`src/rtl/csr_exc_ctrl_pkg.sv`:
```
// csr_exc_ctrl_pkg: op codes, cause codes, CSR addresses, mstatus fields and FSM states for the CSR/exception controller
package csr_exc_ctrl_pkg;

    localparam logic [2:0] CSR_OP_RW      = 3'd0;
    localparam logic [2:0] CSR_OP_RS      = 3'd1;
    localparam logic [2:0] CSR_OP_RC      = 3'd2;
    localparam logic [2:0] CSR_OP_ECALL   = 3'd3;
    localparam logic [2:0] CSR_OP_EBREAK  = 3'd4;
    localparam logic [2:0] CSR_OP_MRET    = 3'd5;
    localparam logic [2:0] CSR_OP_ILLEGAL = 3'd6;

    localparam logic [31:0] EXC_ECALL_M    = 32'd11;
    localparam logic [31:0] EXC_BREAKPOINT = 32'd3;
    localparam logic [31:0] EXC_ILLEGAL    = 32'd2;

    localparam logic [11:0] CSR_MSTATUS = 12'h300;
    localparam logic [11:0] CSR_MTVEC   = 12'h305;
    localparam logic [11:0] CSR_MEPC    = 12'h341;
    localparam logic [11:0] CSR_MCAUSE  = 12'h342;
    localparam logic [11:0] CSR_MTVAL   = 12'h343;

    localparam int MSTATUS_MIE  = 3;
    localparam int MSTATUS_MPIE = 7;
    localparam int MSTATUS_MPP  = 11;

    typedef enum logic [3:0] {
        ST_IDLE      = 4'd0,
        ST_EXEC      = 4'd1,
        ST_T_MEPC    = 4'd2,
        ST_T_MCAUSE  = 4'd3,
        ST_T_MTVAL   = 4'd4,
        ST_T_MSTATUS = 4'd5,
        ST_T_JUMP    = 4'd6,
        ST_R_MSTATUS = 4'd7,
        ST_R_JUMP    = 4'd8
    } state_e;

    function automatic logic [31:0] trap_cause(input logic [2:0] op);
        return op == CSR_OP_ECALL ? EXC_ECALL_M : op == CSR_OP_EBREAK ? EXC_BREAKPOINT : EXC_ILLEGAL;
    endfunction

    function automatic logic [31:0] trap_tval(input logic [2:0] op, input logic [31:0] pc, input logic [31:0] inst);
        return op == CSR_OP_EBREAK ? pc : op == CSR_OP_ILLEGAL ? inst : 32'd0;
    endfunction

    // Trap entry: stash MIE in MPIE, disable interrupts, record M-mode as previous privilege.
    function automatic logic [31:0] trap_mstatus(input logic [31:0] s);
        logic [31:0] r;
        r = s;
        r[MSTATUS_MPIE] = s[MSTATUS_MIE];
        r[MSTATUS_MIE] = 1'b0;
        r[MSTATUS_MPP +: 2] = 2'b11;
        return r;
    endfunction

    // Trap return: restore MIE from MPIE, set MPIE, keep M-mode as previous privilege.
    function automatic logic [31:0] mret_mstatus(input logic [31:0] s);
        logic [31:0] r;
        r = s;
        r[MSTATUS_MIE] = s[MSTATUS_MPIE];
        r[MSTATUS_MPIE] = 1'b1;
        r[MSTATUS_MPP +: 2] = 2'b11;
        return r;
    endfunction

endpackage

```
`src/rtl/csr_alu.sv`:
```
// csr_alu: new CSR value and write enable for CSRRW/CSRRS/CSRRC
module csr_alu
    import csr_exc_ctrl_pkg::*;
(
    input  logic [2:0]  op_i,
    input  logic [31:0] old_i,
    input  logic [31:0] operand_i,
    input  logic        rs1_nz_i,
    output logic [31:0] new_o,
    output logic        we_o
);

    // CSRRS/CSRRC with a zero source are pure reads; CSRRW always writes
    always_comb begin
        new_o = op_i == CSR_OP_RW ? operand_i : op_i == CSR_OP_RS ? (old_i | operand_i) : (old_i & ~operand_i);
        we_o  = (op_i == CSR_OP_RW) || rs1_nz_i;
    end

endmodule

```
`src/rtl/csr_exc_ctrl.sv`:
```
// csr_exc_ctrl: CSR read-modify-write, trap entry and MRET sequencing through one CSR write port
module csr_exc_ctrl
    import csr_exc_ctrl_pkg::*;
(
    input  logic        clk,
    input  logic        rst_n,
    input  logic        req_valid_i,
    output logic        req_ready_o,
    input  logic [2:0]  req_op_i,
    input  logic [11:0] req_csr_addr_i,
    input  logic [31:0] req_operand_i,
    input  logic        req_rs1_nz_i,
    input  logic [4:0]  req_rd_i,
    input  logic [31:0] req_pc_i,
    input  logic [31:0] req_inst_i,
    output logic [11:0] csr_raddr_o,
    input  logic [31:0] csr_rdata_i,
    output logic [11:0] csr_waddr_o,
    output logic        csr_we_o,
    output logic [31:0] csr_wdata_o,
    output logic        rd_we_o,
    output logic [4:0]  rd_addr_o,
    output logic [31:0] rd_wdata_o,
    output logic        hold_o,
    output logic        jump_o,
    output logic [31:0] jump_addr_o
);

    state_e      state_q, state_d;
    logic [2:0]  op_q;
    logic [11:0] addr_q;
    logic [31:0] operand_q, pc_q, inst_q;
    logic        nz_q;
    logic [4:0]  rd_q;
    logic [31:0] alu_new;
    logic        alu_we;
    logic        ro_viol;

    csr_alu u_alu (
        .op_i      (op_q),
        .old_i     (csr_rdata_i),
        .operand_i (operand_q),
        .rs1_nz_i  (nz_q),
        .new_o     (alu_new),
        .we_o      (alu_we)
    );

    // Writing a CSR in the read-only quadrant turns the request into an illegal-instruction trap
    assign ro_viol = alu_we && (addr_q[11:10] == 2'b11);

    // Next-state: each trap/return step is one CSR access, so the sequence is a fixed chain
    always_comb begin
        state_d = state_q;
        case (state_q)
            ST_IDLE:      if (req_valid_i) state_d = req_op_i <= CSR_OP_RC ? ST_EXEC : req_op_i == CSR_OP_MRET ? ST_R_MSTATUS : ST_T_MEPC;
            ST_EXEC:      state_d = ro_viol ? ST_T_MEPC : ST_IDLE;
            ST_T_MEPC:    state_d = ST_T_MCAUSE;
            ST_T_MCAUSE:  state_d = ST_T_MTVAL;
            ST_T_MTVAL:   state_d = ST_T_MSTATUS;
            ST_T_MSTATUS: state_d = ST_T_JUMP;
            ST_R_MSTATUS: state_d = ST_R_JUMP;
            default:      state_d = ST_IDLE;
        endcase
    end

    // State register and request latch; op 7 is folded into ILLEGAL at capture
    always_ff @(posedge clk or negedge rst_n) begin
        if (!rst_n) begin
            state_q   <= ST_IDLE;
            op_q      <= '0;
            addr_q    <= '0;
            operand_q <= '0;
            nz_q      <= 1'b0;
            rd_q      <= '0;
            pc_q      <= '0;
            inst_q    <= '0;
        end else begin
            state_q <= state_d;
            if (state_q == ST_IDLE && req_valid_i) begin
                op_q      <= req_op_i == 3'd7 ? CSR_OP_ILLEGAL : req_op_i;
                addr_q    <= req_csr_addr_i;
                operand_q <= req_operand_i;
                nz_q      <= req_rs1_nz_i;
                rd_q      <= req_rd_i;
                pc_q      <= req_pc_i;
                inst_q    <= req_inst_i;
            end else if (state_q == ST_EXEC && ro_viol) begin
                op_q <= CSR_OP_ILLEGAL;
            end
        end
    end

    // Port drive per state; RMW data comes straight off the combinational read path
    always_comb begin
        req_ready_o = state_q == ST_IDLE;
        hold_o      = state_q != ST_IDLE;
        csr_raddr_o = '0;
        csr_waddr_o = '0;
        csr_we_o    = 1'b0;
        csr_wdata_o = '0;
        rd_we_o     = 1'b0;
        rd_addr_o   = '0;
        rd_wdata_o  = '0;
        jump_o      = 1'b0;
        jump_addr_o = '0;
        case (state_q)
            ST_EXEC: begin
                csr_raddr_o = addr_q;
                csr_we_o    = alu_we && !ro_viol;
                csr_waddr_o = csr_we_o ? addr_q : '0;
                csr_wdata_o = csr_we_o ? alu_new : '0;
                rd_we_o     = !ro_viol && (rd_q != 5'd0);
                rd_addr_o   = rd_we_o ? rd_q : '0;
                rd_wdata_o  = rd_we_o ? csr_rdata_i : '0;
            end
            ST_T_MEPC: begin
                csr_we_o    = 1'b1;
                csr_waddr_o = CSR_MEPC;
                csr_wdata_o = {pc_q[31:2], 2'b00};
            end
            ST_T_MCAUSE: begin
                csr_we_o    = 1'b1;
                csr_waddr_o = CSR_MCAUSE;
                csr_wdata_o = trap_cause(op_q);
            end
            ST_T_MTVAL: begin
                csr_we_o    = 1'b1;
                csr_waddr_o = CSR_MTVAL;
                csr_wdata_o = trap_tval(op_q, pc_q, inst_q);
            end
            ST_T_MSTATUS: begin
                csr_raddr_o = CSR_MSTATUS;
                csr_we_o    = 1'b1;
                csr_waddr_o = CSR_MSTATUS;
                csr_wdata_o = trap_mstatus(csr_rdata_i);
            end
            ST_T_JUMP: begin
                csr_raddr_o = CSR_MTVEC;
                jump_o      = 1'b1;
                jump_addr_o = {csr_rdata_i[31:2], 2'b00};
            end
            ST_R_MSTATUS: begin
                csr_raddr_o = CSR_MSTATUS;
                csr_we_o    = 1'b1;
                csr_waddr_o = CSR_MSTATUS;
                csr_wdata_o = mret_mstatus(csr_rdata_i);
            end
            ST_R_JUMP: begin
                csr_raddr_o = CSR_MEPC;
                jump_o      = 1'b1;
                jump_addr_o = {csr_rdata_i[31:2], 2'b00};
            end
            default: ;
        endcase
    end

endmodule

```
`config.mk`:
```
export PLATFORM = sky130hd
export DESIGN_NAME = csr_exc_ctrl
export DESIGN_NICKNAME = d
export VERILOG_FILES = /design/src/rtl/csr_exc_ctrl_pkg.sv /design/src/rtl/csr_alu.sv /design/src/rtl/csr_exc_ctrl.sv
export SDC_FILE = /design/constraint.sdc
export NUM_CORES = 1
export LEC_CHECK = 0
export ABC_AREA = 1
export CAP_MARGIN = 0
export CORE_UTILIZATION = 45
export CTS_CLUSTER_SIZE = 24
export DETAILED_ROUTE_END_ITERATION = 10
export PLACE_DENSITY = 0.82
export SETUP_SLACK_MARGIN = 0.4
export SLEW_MARGIN = 20
export SYNTH_ARGS = -nofsm -noshare
export SYNTH_HDL_FRONTEND = slang
export SYNTH_SLANG_ARGS = --single-unit
```
`constraint.sdc`:
```
create_clock -name clk -period 2.23 [get_ports clk]
set_input_delay 0.223 -clock clk [delete_from_list [all_inputs] [get_ports clk]]
set_output_delay 0.223 -clock clk [all_outputs]
set_load 0.01 [all_outputs]
```
# Yosys cells after proc, flatten, opt, wreduce, memory -nomap -nowiden
# Index checks and enable logic that the tools add are counted.
[totals]
inputBits = 152
word_cells = 70
regBits = 121
output_inout_bits = 130
[op_classes]
n_mux = 27
reduce_logical = 15
eq_ne = 16
magnitude_cmp = 1
bitwise_logic = 3
[ops]
columns = ["op", "n"]
rows = [
  ["$mux 32", 8],
  ["$pmux 32 s6", 1],
  ["$pmux 12 s5", 1],
  ["$pmux 12 s4", 1],
  ["$and 32x32->32", 1],
  ["$not 32->32", 1],
  ["$or 32x32->32", 1],
  ["$pmux 4 s7", 1],
  ["$eq 4x3->1 const B", 4],
  ["$mux 3", 5],
  ["$eq 3x3->1 const B", 4],
  ["$mux 12", 1],
  ["$mux 5", 2],
  ["$eq 4x2->1 const B", 2],
  ["$mux 4", 2],
  ["$logic_and 1x1->1", 5],
  ["$reduce_bool 5->1", 1],
  ["$reduce_or 5->1", 1],
  ["$eq 4x1->1 const B", 1],
  ["$eq 4x4->1 const B", 1],
  ["$logic_not 4->1", 1],
  ["$reduce_bool 4->1", 1],
  ["$reduce_or 2->1", 2],
  ["$eq 3x1->1 const B", 1],
  ["11 further kinds", 13],
]

# Logic depth before layout (Yosys ltp)
# Gate-level depths: netlist of run 1.
[logic_depth]
ltp_word = 7
mapped_depth = 10

# Modules after synthesis
# From an unflattened synthesis of run 1, not the netlist that was laid out.
[unflattened]
hier_cells = 1203
hier_area_um2 = 7577.3
[modules_own_cells]
columns = ["module", "instances", "cells_per_inst", "area_each_um2", "seq_area_each_um2"]
rows = [
  ["csr_exc_ctrl", 1, 1032, 6886.6, 3027.9],
  ["csr_alu", 1, 171, 690.7, 0.0],
]

# Worst setup path after synthesis of run 1
# OpenSTA, ideal clock, no wires.
[synth_path]
kind = "reg-to-output"
startpoint = "reg op_q[1]"
endpoint = "out csr_wdata_o[10]"
slack_ps = 717
n_path_buf = 2
stages_incl_launch_ff = 10
arrival_ps = 1290
path_cell_list = "dfrtp_1 > buf_4 > nor2_8 > nand2_4 > nand2_1 > nand2_2 > nor2_4 > buf_6 > nand2_1 > nand2_1"
[synth_between]
elab_chain_cells = 7
[synth_rtl]
columns = ["item", "line_no", "source"]
rows = [
  ["start, declared", "csr_exc_ctrl.sv:30", "logic [2:0] op_q;"],
  ["start signal, assigned", "csr_exc_ctrl.sv:80", "op_q <= req_op_i == 3'd7 ? CSR_OP_ILLEGAL : req_op_i;"],
  ["$logic_not 3->1", "csr_alu.sv:15, csr_alu.sv:16", ""],
  ["$logic_or 1x1->1", "csr_alu.sv:16", "we_o = (op_i == CSR_OP_RW) || rs1_nz_i;"],
  ["$logic_and 1x1->1", "csr_exc_ctrl.sv:49", "assign ro_viol = alu_we && (addr_q[11:10] == 2'b11);"],
  ["$logic_not 1->1", "csr_exc_ctrl.sv:109", "csr_we_o = alu_we && !ro_viol;"],
  ["$logic_and 1x1->1", "csr_exc_ctrl.sv:109", ""],
  ["$mux 32", "csr_exc_ctrl.sv:111", "csr_wdata_o = csr_we_o ? alu_new : '0;"],
  ["$pmux 32 s6 (*)", "csr_exc_ctrl.sv:106", "case (state_q)"],
  ["end, declared", "csr_exc_ctrl.sv:20", "output logic [31:0] csr_wdata_o,"],
]
# Every way passes the cells marked *; elsewhere a longest branch is shown, timed or not.

# Worst setup path after layout of run 1
[layout_path]
startpoint = "reg state_q[2]"
endpoint = "out csr_wdata_o[3]"
[layout_between]
elab_chain_cells = 2
[layout_rtl]
columns = ["item", "line_no", "source"]
rows = [
  ["start, declared", "csr_exc_ctrl.sv:29", "state_e state_q, state_d;"],
  ["start signal, assigned", "csr_exc_ctrl.sv:78", "state_q <= state_d;"],
  ["$eq 4x3->1, or another cell as far along", "csr_exc_ctrl.sv:106", ""],
  ["$pmux 32 s6 (*)", "csr_exc_ctrl.sv:106", ""],
]
# Marks and branches as above.

==> out/metrics.csv, run 1 <==
stage,metric,value,unit
logic_synthesis,"Distinct cells, synth",24,
pwr,Cell Pwr Density,1390,nW/µm²
clock_network,Worst-path clk slew,0.06,ns
global_route,vias in the first global route,8479,
clock_network,Clock Path Buffers,2,
timing,Final Skew,0.00946,ns
timing,"Slew Viols, Final",0,
logic_synthesis,Synth Area in Compound Gates,10.1,%
timing,fmax,0.440,GHz
die,Row Count,46,
timing,final setup margin,-0.0427,ns
global_route,global route overflow,0,
final_layout,Final Core Density,77.2,%
pwr,NetSw,7660,µW
run,max-cap violations,0,
clock_network,CTS tree,built,
logic_synthesis,synth top area cells,"dfrtp_1 (41%), nand2_1 (21%), nand3_1 (7.4%)",
logic_synthesis,"Async S/R FF share, synth",100,%
logic_synthesis,"EDFF count, synth",0,
drt,drt initial violations,1142,
clock_network,H-tree lvl count,4,
logic_synthesis,xor/xnor share of the synthesized area,0,%
logic_synthesis,Synth top area share,40.9,%
drt,DRT Pass-1 Iters,8,
final_layout,Synth-to-Final Area Change,66.4,%
drt,drt drc,0,
min_path,Min-Delay Path Class,input port to asynchronous set/reset pin,
logic_synthesis,Yosys reg bits,121,
critical_path,crit path max fanout,15,
die,starting density of the core,46.4,%
final_layout,number of nets in the layout,1600,
logic_synthesis,Syn Area/Cell,6.66,µm²
timing,count of final hold-check violations,0,
clock_network,Clock Latency Late Sink,0.43,ns
critical_path,Critical Path AT,2.05,ns
clock_network,Root Driver,clkbuf_16,
critical_path,Crit path required time,2.01,ns
pwr,Sw Ratio,44.8,%
global_route,largest net degree at the start of global routing,84,
die,die area,17000,µm²
drt,DRT antenna net count,0,
drt,routed wire length on met3,3590,µm
status,outcome,finished with violations,
logic_synthesis,top post-synthesis cells by count,"nand2_1 (412), inv_1 (126), dfrtp_1 (121)",
drt,wire length per cell,20.2,µm
pwr,Max VDD drop,0.923,mV
final_layout,share of layout cells above drive strength 1,28.5,%
global_route,first-pass GRT wire length,43500,µm
critical_path,start-to-end type of the worst setup path,flop to output pin,
timing,TNS Setup,-0.531,ns
die,core area,15900,µm²
logic_synthesis,ys flop type,dfrtp_1,
critical_path,CP startpoint kind,flop,
logic_synthesis,Synth area leader,dfrtp_1,
die,die width,130,µm
logic_synthesis,sequential share of the synthesized area,40.9,%
timing,RSZ-0062 raised after global routing,true,
die,chip height,130,µm
critical_path,crit path capture type,output pin,
placed_design,Final HPWL DP,18200,µm
logic_synthesis,"count leader, synth",nand2_1,
drt,DR top layer,met4,
pwr,clock share of power,17.9,%
pwr,cell-internal power,9430,µW
timing,count of final setup violators,25,
logic_synthesis,Yosys Warn Count,0,
global_route,total track usage,34.1,%
pwr,Reg power frac,23.0,%
logic_synthesis,post-synthesis mux area share,0,%
die,IO Pins,282,
logic_synthesis,cells after synthesis,1111,
placed_design,I/O Buffers,279,
placed_design,DP Worst Slack,0.0831,ns
logic_synthesis,Simple-Gate Fraction of Synth Area,36.1,%
logic_synthesis,"Cell Area, Synth",7400,µm²
placed_design,gpl congestion,0.909,
timing,final worst-path cycle share,102,%
timing,post-layout min period,2.27,ns
drt,WL met1,12500,µm
global_route,initial antenna violation count,2,
pwr,Logic pwr share,59.0,%
logic_synthesis,Post-Synth Adder-Cell Area,0,%
drt,met2 WL,16000,µm
status,failing checks,setup timing,
clock_network,total CTS buffers,17,
logic_synthesis,largest family of logic cells by synthesized area,simple AND/OR/NAND/NOR gates,
drt,Vias,9450,
drt,routed vias/inst,5.63,
drt,drt total wl,34000,µm
pwr,Leakage,0.00647,µW
clock_network,CTS sink cnt,121,
-- stage by stage --
| stage | area [µm²] | instances | total power, µW | hold WS (ns) |
|---|---|---|---|---|
| after floorplan | 7400 | 1112 | 8160 | -0.0726 |
| after global placement | 10500 | 1579 | 11300 | 0.201 |
| after detailed placement | 10500 | 1579 | 11500 | 0.198 |
| after CTS | 11500 | 1642 | 15000 | 0.332 |
| after global routing | 12300 | 1677 | 17900 | 0.341 |
| final | 12300 | 1678 | 17100 | 0.314 |
-- worst max-delay path: stages (launching register included) --
cell and delay [ns]:
dfrtp_1 0.42, inv_2 0.13, buf_6 0.13, nor2_4 0.06
buf_12 0.15, nand3_1 0.09, nand3_1 0.10, nor2_1 0.31
nand2_2 0.09, buf_6 0.13
-- final cells by class --
type / instances / area, µm²
inverters: 130 / 504
multi-input cells: 794 / 4010
diodes: 1 / 2.50
clock inverters: 13 / 200
flip-flops and latches: 121 / 3030
clock buffers: 19 / 443
fillers: 1070 / 3630
repair buffers: 384 / 3850
well taps: 216 / 270
-- layout by cell type (no fill, tap or decap), types with 18 or more instances in the layout --
cell type        instances
nand2_2                 39
nand2_4                 21
buf_6                   42
nor2_4                  18
nand3_1                103
buf_12                  26
dfrtp_1                117
buf_2                   96
a21oi_1                 18
nor2_2                  29
nor2_1                  61
nand2_1                355
clkdlybuf4s50_1        150
inv_1                  119
o21ai_1                 23
buf_4                   39
clkbuf_16               28
o21ai_0                 88
-- logic make-up after synthesis --
family / count (synthesis)
other: 1
flip-flops: 121
buffers and inverters: 197
AO/OA/AOI/OAI: 149
AND/OR/NAND/NOR: 643
-- flip-flops by register name, summed over array words and instances (netlist names) --
signal / flops
inst_q: 32
operand_q: 32
pc_q: 32
addr_q: 12
rd_q: 5
state_q: 4
op_q: 3
nz_q: 1
-- repair_timing --
item / CTS / global route
pin swaps: 3 / 24
buffers inserted: 25 / 23
resized for setup: 485 / 270
endpoints found under the hold margin: 47 / 0
setup endpoints to repair: 139 / 216
hold buffers: 1 / 0
cloned: 5 / 12
-- power by group through the flow --
stage / clock network [µW] / registers, µW / logic, µW
after floorplan: 0 / 3690 / 4470
after global placement: 0 / 3800 / 7540
after detailed placement: 0 / 3850 / 7650
after CTS: 3040 / 3820 / 8100
after global routing: 3160 / 4020 / 10700
final: 3060 / 3940 / 10100
-- per-layer routing --
layer,vias up,GRT usage [%]
li1,4123,-
met1,4444,41.4
met2,707,56.4
met3,176,8.28
met4,0,17.2
met5,-,0
-- final timing paths --
kind / from / endpoint / slack [ns] / depth (start not counted)
min reg2reg: pc_q[1] / pc_q[1] / 0.49 / 2
max reg2reg: state_q[0] / pc_q[16] / 0.24 / 11
max: state_q[2] / csr_wdata_o[3] / -0.04 / 9
min in group clk: req_inst_i[3] / inst_q[3] / 0.33 / 3
max in group asynchronous: rst_n / pc_q[5] / 1.26 / 3
min: rst_n / inst_q[21] / 0.31 / 2
Note: power is estimated with default switching activity, not from simulation.
==> inputs of run 2 (changes only) <==
--- a/config.mk
+++ b/config.mk
@@ -9,6 +9,6 @@
 export CAP_MARGIN = 0
-export CORE_UTILIZATION = 45
+export CORE_UTILIZATION = 48
 export CTS_CLUSTER_SIZE = 24
 export DETAILED_ROUTE_END_ITERATION = 10
-export PLACE_DENSITY = 0.82
+export PLACE_DENSITY = 0.86
 export SETUP_SLACK_MARGIN = 0.4
==> constraint.sdc (replaced) <==
create_clock -name clk -period 2.23 [get_ports clk]
set_input_delay 0.3345 -clock clk [delete_from_list [all_inputs] [get_ports clk]]
set_output_delay 0.3345 -clock clk [all_outputs]
set_load 0.01 [all_outputs]
==> out/metrics.csv, run 2 <==
stage,metric,value,unit,change
status,outcome,did not finish,,
status,Last stage,global routing,,
status,Tool Error,[ERROR GRT-0232] Routing congestion too high. Check the congestion heatmap in the GUI.,,
global_route,largest net degree at the start of global routing,110,,
clock_network,Clock Path Buffers,2,,unchanged
placed_design,dpl cell area,10500,µm²,+0.38%
logic_synthesis,top post-synthesis cells by count,"nand2_1 (412), inv_1 (126), dfrtp_1 (121)",,
logic_synthesis,Synth area leader,dfrtp_1,,
logic_synthesis,"EDFF count, synth",0,,unchanged
die,IO Pins,282,,unchanged
logic_synthesis,"count leader, synth",nand2_1,,
clock_network,H-tree lvl count,4,,unchanged
die,chip height,126,µm,-3.1%
clock_network,CTS sink cnt,121,,unchanged
logic_synthesis,"Cell Area, Synth",7400,µm²,unchanged
logic_synthesis,Synth top area share,40.9,%,unchanged
logic_synthesis,Syn Area/Cell,6.66,µm²,unchanged
placed_design,I/O Buffers,279,,unchanged
logic_synthesis,"Async S/R FF share, synth",100,%,unchanged
timing,Worst EP kind,primary output,,
die,starting density of the core,48.9,%,+2.4 points
logic_synthesis,"Distinct cells, synth",24,,unchanged
placed_design,Final HPWL DP,18500,µm,+1.4%
clock_network,total CTS buffers,17,,unchanged
logic_synthesis,Yosys Warn Count,0,,unchanged
logic_synthesis,Yosys reg bits,121,,unchanged
logic_synthesis,ys flop type,dfrtp_1,,
die,die width,126,µm,-3.1%
global_route,total track usage,77.4,%,
logic_synthesis,synth top area cells,"dfrtp_1 (41%), nand2_1 (21%), nand3_1 (7.4%)",,
clock_network,Root Driver,clkbuf_16,,
placed_design,gpl congestion,0.923,,+1.5%
logic_synthesis,sequential share of the synthesized area,40.9,%,unchanged
die,Row Count,45,,-2.2%
timing,GRT worst endpoint,csr_wdata_o[23],,
logic_synthesis,cells after synthesis,1111,,unchanged
global_route,global route overflow,2,,
-- run 2: layer usage --
metal | track usage (%) | overflow
met5 | 27.2 | 0
met4 | 73.1 | 2
met3 | 62.2 | 0
met2 | 95.1 | 0
met1 | 78.3 | 0
-- run 2: logic make-up after synthesis --
logic type	Yosys count	synth area share (%)
buf+inv	197	12.8
other cells	1	0.0507
simple gates	643	36.1
compound gates	149	10.1
flops	121	40.9
-- run 2: timing repair --
action / 4_1_cts
setup endpoints to repair: 128
endpoints found under the hold margin: 52
hold buffers: 1
resized for setup: 727
buffers inserted: 69
pin swaps: 30
gates cloned: 10
-- run 2: stage by stage --
step / setup slack (ns) / TNS [ns] / cells / utilization (%)
4_1_cts: -0.146 / -4.53 / 1678 / 79.4
3_5_place_dp: -0.0511 / -0.0684 / 1566 / 69.4
3_3_place_gp: 0.00730 / 0 / 1566 / 69.4
2_1_floorplan: 0.606 / 0 / 1112 / -
==> inputs of run 3 (changes only) <==
CORE_UTILIZATION = 40   (was 48)
CTS_CLUSTER_SIZE = unset   (was 24)
PLACE_DENSITY = unset   (was 0.86)
PLACE_DENSITY_LB_ADDON = 0.15   (was unset)
SETUP_SLACK_MARGIN = unset   (was 0.4)
==> out/metrics.csv, run 3 (synthesized netlist as in run 1, its figures left out) <==
stage,metric,value,unit,change
status,outcome,finished with violations,,
status,failing checks,setup timing,,
pwr,Reg power frac,22.8,%,
critical_path,FF-to-FF End,state_q[1],,
pwr,cell-internal power,9490,µW,
timing,fmax,0.406,GHz,
pwr,Sw Ratio,44.4,%,
timing,"Slew Viols, Final",0,,
drt,wire length per cell,17.9,µm,
final_layout,area of the multi-input gates,4120,µm²,
final_layout,"most common cell after layout, fill and taps aside",nand2_1,,
clock_network,CTS tree,built,,
final_layout,largest registers,"inst_q x32, operand_q x32, pc_q x32",,
timing,count of final hold-check violations,0,,
pwr,clock share of power,15.7,%,
global_route,vias in the first global route,8636,,
pwr,Logic pwr share,61.5,%,
drt,routed vias/inst,5.21,,
clock_network,total CTS buffers,17,,unchanged
pwr,Max VDD drop,0.823,mV,
die,die width,138,µm,+9.4%
timing,Least-Margin Pin Slew,0.872,ns,
min_path,Min-Delay Path Class,input port to asynchronous set/reset pin,,
pwr,"Power, Total",17100,µW,
global_route,total track usage,31.1,%,
drt,Vias,8892,,
drt,DRT Pass-1 Iters,5,,
timing,count of final setup violators,74,,
final_layout,final instance area,12400,µm²,
final_layout,share of layout cells above drive strength 1,29.6,%,
global_route,global route overflow,0,,
critical_path,Worst R2R Path Depth,16,,
timing,final worst-path cycle share,110,%,
placed_design,I/O Buffers,279,,unchanged
critical_path,Slowest cell on crit path,dfrtp_2,,
placed_design,dpl cell area,10600,µm²,+0.63%
pwr,NetSw,7570,µW,
critical_path,FF-to-FF setup slack,-0.08,ns,
die,die area,19000,µm²,
final_layout,Synth-to-Final Area Change,68.0,%,
clock_network,Root Driver,clkbuf_16,,
clock_network,CTS sink cnt,121,,unchanged
critical_path,Crit path required time,1.90,ns,
drt,drt drc,0,,
placed_design,gpl congestion,0.872,,-5.6%
die,IO Pins,282,,unchanged
clock_network,H-tree lvl count,4,,unchanged
global_route,initial antenna violation count,0,,
timing,RSZ-0062 raised after global routing,true,,
timing,Worst Hold Slack,0.408,ns,
final_layout,Register Area,3030,µm²,
die,Row Count,49,,+8.9%
timing,Slew HR,41.9,%,
die,starting density of the core,41.1,%,-7.8 points
critical_path,worst path cell trace,buf_6 > nand2_4 > nor2_8 > inv_2 > nor2_4 > buf_6 > buf_6 > buf_12 > buf_4 > nand2_1 > nand2_1 > buf_2,,
final_layout,number of nets in the layout,1620,,
drt,DRT antenna net count,0,,
final_layout,ANT cells,0,,
critical_path,Reg2Reg Launch Point,state_q[0],,
placed_design,Final HPWL DP,18200,µm,-1.6%
clock_network,Worst-path clk slew,0.06,ns,
critical_path,critical path's largest stage delay,0.45,ns,
die,core area,18000,µm²,
pwr,Leakage,0.00645,µW,
placed_design,DP Worst Slack,-0.0717,ns,-0.0205 ns
timing,post-layout min period,2.46,ns,
critical_path,start-to-end type of the worst setup path,flop to output pin,,
critical_path,crit path max fanout,8,,
run,max-cap violations,0,,
die,chip height,138,µm,+9.4%
drt,drt initial violations,772,,
final_layout,Filler cells,1497,,
critical_path,crit path capture type,output pin,,
pwr,Cell Pwr Density,1370,nW/µm²,
critical_path,crit-path most repeated cell,buf_6,,
timing,final setup margin,-0.233,ns,
clock_network,Clock Path Buffers,2,,unchanged
final_layout,Final Core Density,69.0,%,
global_route,largest net degree at the start of global routing,132,,
critical_path,Critical Path AT,2.13,ns,
drt,drt total wl,30700,µm,
critical_path,CP startpoint kind,flop,,
global_route,first-pass GRT wire length,46300,µm,
clock_network,Clock Latency Late Sink,0.43,ns,
final_layout,highest-count cells in the layout ignoring fill and taps,"nand2_1 (386), clkdlybuf4s50_1 (150), dfrtp_1 (117)",,
timing,Final Skew,0.0146,ns,
-- run 3: area by class of cell --
class / count / area share [%]
inverters: 130 / 4.01
multi-input cells: 794 / 33.1
clock buffers: 21 / 3.70
repair buffers: 404 / 31.7
flip-flops and latches: 121 / 24.4
clock inverters: 9 / 0.805
well taps: 229 / 2.30
-- run 3: critical path: cells and delay by family (launching register included) --
kind          cells  cell delay, ns
buf+inv           7            0.82
flops             1            0.45
simple gates      5            0.43
-- run 3: layer usage --
layer	routed length [µm]	GRT usage, %
met5	0	0
met3	2430	7.10
met4	1120	12.7
met1	12600	40.1
met2	14500	50.3
-- run 3: repair_timing --
| action | 4_1_cts | 5_1_grt |
|---|---|---|
| setup endpoints to repair | 127 | 99 |
| resized for setup | 538 | 264 |
| endpoints found under the hold margin | 44 | 0 |
| hold buffers | 1 | 0 |
| setup buffers | 55 | 21 |
| pin swaps | 14 | 70 |
| cloned | 12 | 3 |
-- run 3: power groups by stage --
stage	clock, µW	sequential [µW]	combinational, µW
floorplan	0	3690	4470
global placement	0	3810	7720
detailed placement	0	3840	7820
CTS	2690	3810	9200
global route	2810	4000	11300
finish	2680	3890	10500
-- run 3: worst max path at each step --
stage                    start              end  slack (ns)
finish              state_q[0]   csr_wdata_o[4]       -0.23
global route        state_q[0]   csr_wdata_o[4]       -0.25
CTS                    op_q[1]   rd_wdata_o[26]       -0.14
detailed placement  state_q[1]   csr_waddr_o[1]       -0.07
global placement    state_q[1]   csr_waddr_o[1]       -0.12
floorplan              op_q[1]  csr_wdata_o[10]        0.61
-- run 3: metrics by stage --
stage / setup TNS [ns] / instances
2_1_floorplan: 0 / 1112
3_3_place_gp: -0.125 / 1604
3_5_place_dp: -1.19 / 1604
4_1_cts: -3.52 / 1702
5_1_grt: -10.14 / 1708
6_report: -6.96 / 1708
==> inputs of run 4 (changes only) <==
ABC_CLOCK_PERIOD_IN_PS = 2230   (was unset)
==> results of run 4 <==
Same layout as run 3: the final DEF is identical, and so are final timing and power.
==> edit (flow settings as in run 1) <==
The package constant `MSTATUS_MPP` goes from 11 to 13.
--- a/src/rtl/csr_exc_ctrl_pkg.sv
+++ b/src/rtl/csr_exc_ctrl_pkg.sv
@@ -22,5 +22,5 @@
     localparam int MSTATUS_MIE  = 3;
     localparam int MSTATUS_MPIE = 7;
-    localparam int MSTATUS_MPP  = 11;
+    localparam int MSTATUS_MPP  = 13;
 
     typedef enum logic [3:0] {
Check against the original RTL: not equivalent (Yosys sat finds a counterexample within 4 cycles, from zero or initial values and one cycle with rst_n low).
==> edit against run 1 <==
  * The flow still finishes with violations (negative setup slack)
  * Setup slack got worse by 0.0034 ns
  * Clock skew decreased by 0.0020 ns
  * Area after synthesis decreased by 0.37%
  * Sequential cell count unchanged
  * Power decreased by 1.7%
  * Wire length decreased by 7.3%
  * Critical path depth unchanged
  * Design area decreased by 2.4%
  * Die area decreased by 0.37%
  * Critical path type unchanged
  * Critical endpoint unchanged
  * Largest power group unchanged
==> edit: results (changes against run 1) <==
[global_routing]
grt_max_degree = 96  ; was 84
grt_usage_pct = 34.5  ; was 34.1%
grtUsageMet3_pct = 9.43  ; was 8.28%
grtUsageMet1_pct = 44.0  ; was 41.4%
grt_pass1_wl_mm = 43.4  ; was 43.5 mm
antenna_found_initial = 3  ; was 2
grt_use_met2_pct = 55.4  ; was 56.4%
grt_pass1_vias = 8134  ; was 8479

[critical_path]
r2r_cells = 8  ; was 11
worstPathMaxFanout = 5  ; was 15
reg2reg_slack_ns = 0.40  ; was 0.24 ns
r2r-end = op_q[2]  ; was pc_q[16]

[route]
firstDrtPassIters = 6  ; was 8
vias_per_cell = 5.44  ; was 5.63
dr_wl_met3_mm = 3.12  ; was 3.59 mm
ant_nets = 0  ; unchanged
wl_met2_mm = 14.9  ; was 16.0 mm
drt_iter0_markers = 1008  ; was 1142
wl_mm = 31.5  ; was 34.0 mm
wl_met1_mm = 12.1  ; was 12.5 mm

[placed_design]
dpl_worst_slack_ns = 0.0582  ; was 0.0831 ns
dp_cells = 1574  ; was 1579
gp_congestion = 0.928  ; was 0.909
dp_hpwl_mm = 19.1  ; was 18.2 mm
place_area_sq_um = 10400  ; was 10500 sq um
port_buffers = 279  ; unchanged

[pwr]
swShare_pct = 44.5  ; was 44.8%
leakagePower_nw = 6.35  ; was 6.47 nW
comb_power_share_pct = 59.0  ; about the same
peakVddDrop_mv = 0.961  ; was 0.923 mV
comb_cell_power_mw = 9.91

[logic_synthesis]
synthTopCellsByArea = dfrtp_1, nand2_1, nand3_1, inv_1, nor2_1  ; was dfrtp_1, nand2_1, nand3_1, inv_1, o21ai_0
synthCells = 1111  ; unchanged
yosysSeqAreaShare_pct = 41.1  ; was 40.9%
async_flop_share_pct = 100  ; unchanged
synth_cell_types = 23  ; was 24
yosysWarnings = 0  ; unchanged

[final_layout]
nFillCells = 1137  ; was 1070
instances_no_fill = 1671  ; was 1678
top_regs = inst_q: 32 flops, operand_q: 32 flops, pc_q: 32 flops  ; unchanged
drive_above_1_share_pct = 27.2  ; was 28.5%
final_nets = 1592  ; was 1600

[clock_network]
clk_latency_ns = 0.44
cts.clk_slew.worst_paths_ns = 0.06  ; about the same
root_buffer = clkbuf_16  ; unchanged
h-tree-depth = 4  ; unchanged
cts_buffer_depth = 2  ; unchanged
numCtsBuffers = 17  ; unchanged

[min_path]
hold_path_class = in2async  ; unchanged

[outcome]
violations = negative setup slack  ; unchanged
outcome = finished with violations  ; unchanged

[sta]
fin_skew_ns = 0.00746  ; was 0.00946 ns
finalWorstSetupSlack_ns = -0.0461  ; was -0.0427 ns
finalSetupViolCount = 5  ; was 25
holdWs_ns = 0.313  ; was 0.314 ns
slew_headroom_pct = 64.2
finalSetupTns_ns = -0.116  ; was -0.531 ns

-- edit: critical path, cell delays in order, from the launching register on --
cell     delay [ns]
dfrtp_1        0.39
buf_4          0.17
nor2_4         0.19
buf_6          0.15
buf_16         0.12
nand2_1        0.13
a21oi_2        0.17
nor2_1         0.08
nand2_1        0.06
buf_2          0.13
-- edit: worst max-delay path by stage --
stage / slack [ns] / startpoint / cells after the start / to
final: -0.05 / state_q[3] / 9 / csr_wdata_o[3]
after global routing: -0.12 / op_q[1] / 10 / csr_wdata_o[26]
after CTS: 0.04 / op_q[1] / 8 / csr_wdata_o[0]
after detailed placement: 0.06 / op_q[2] / 8 / csr_wdata_o[0]
after global placement: 0.05 / op_q[2] / 8 / csr_wdata_o[0]
after floorplan: 0.71 / state_q[0] / 7 / jump_addr_o[22]
-- edit: layout make-up --
type / count / area, sq um / share of cell area (%)
Antenna cell: 2 / 5.00 / 0.0416
Timing Repair Buffer: 376 / 3650 / 30.4
Tap cell: 216 / 270 / 2.25
Multi-Input combinational cell: 794 / 3910 / 32.6
Sequential cell: 121 / 3030 / 25.2
Inverter: 130 / 513 / 4.27
Clock inverter: 12 / 164 / 1.36
Clock buffer: 20 / 467 / 3.88
-- edit: logic make-up after synthesis --
| kind of cell | share of synthesized area [%] |
|---|---|
| AOI/OAI and AO/OA | 10.1 |
| DFF | 41.1 |
| and+or+nand+nor | 36.2 |
| other | 0.0509 |
| buffers and inverters | 12.6 |
-- edit: what timing repair did --
item                                    4_1_cts  5_1_grt
gates cloned                                  8        7
pin swaps                                    18       37
endpoints found under the setup margin      128      211
hold buffers                                  1        0
setup buffers                                24       23
endpoints found under the hold margin        34        0
resized for setup                           443      303
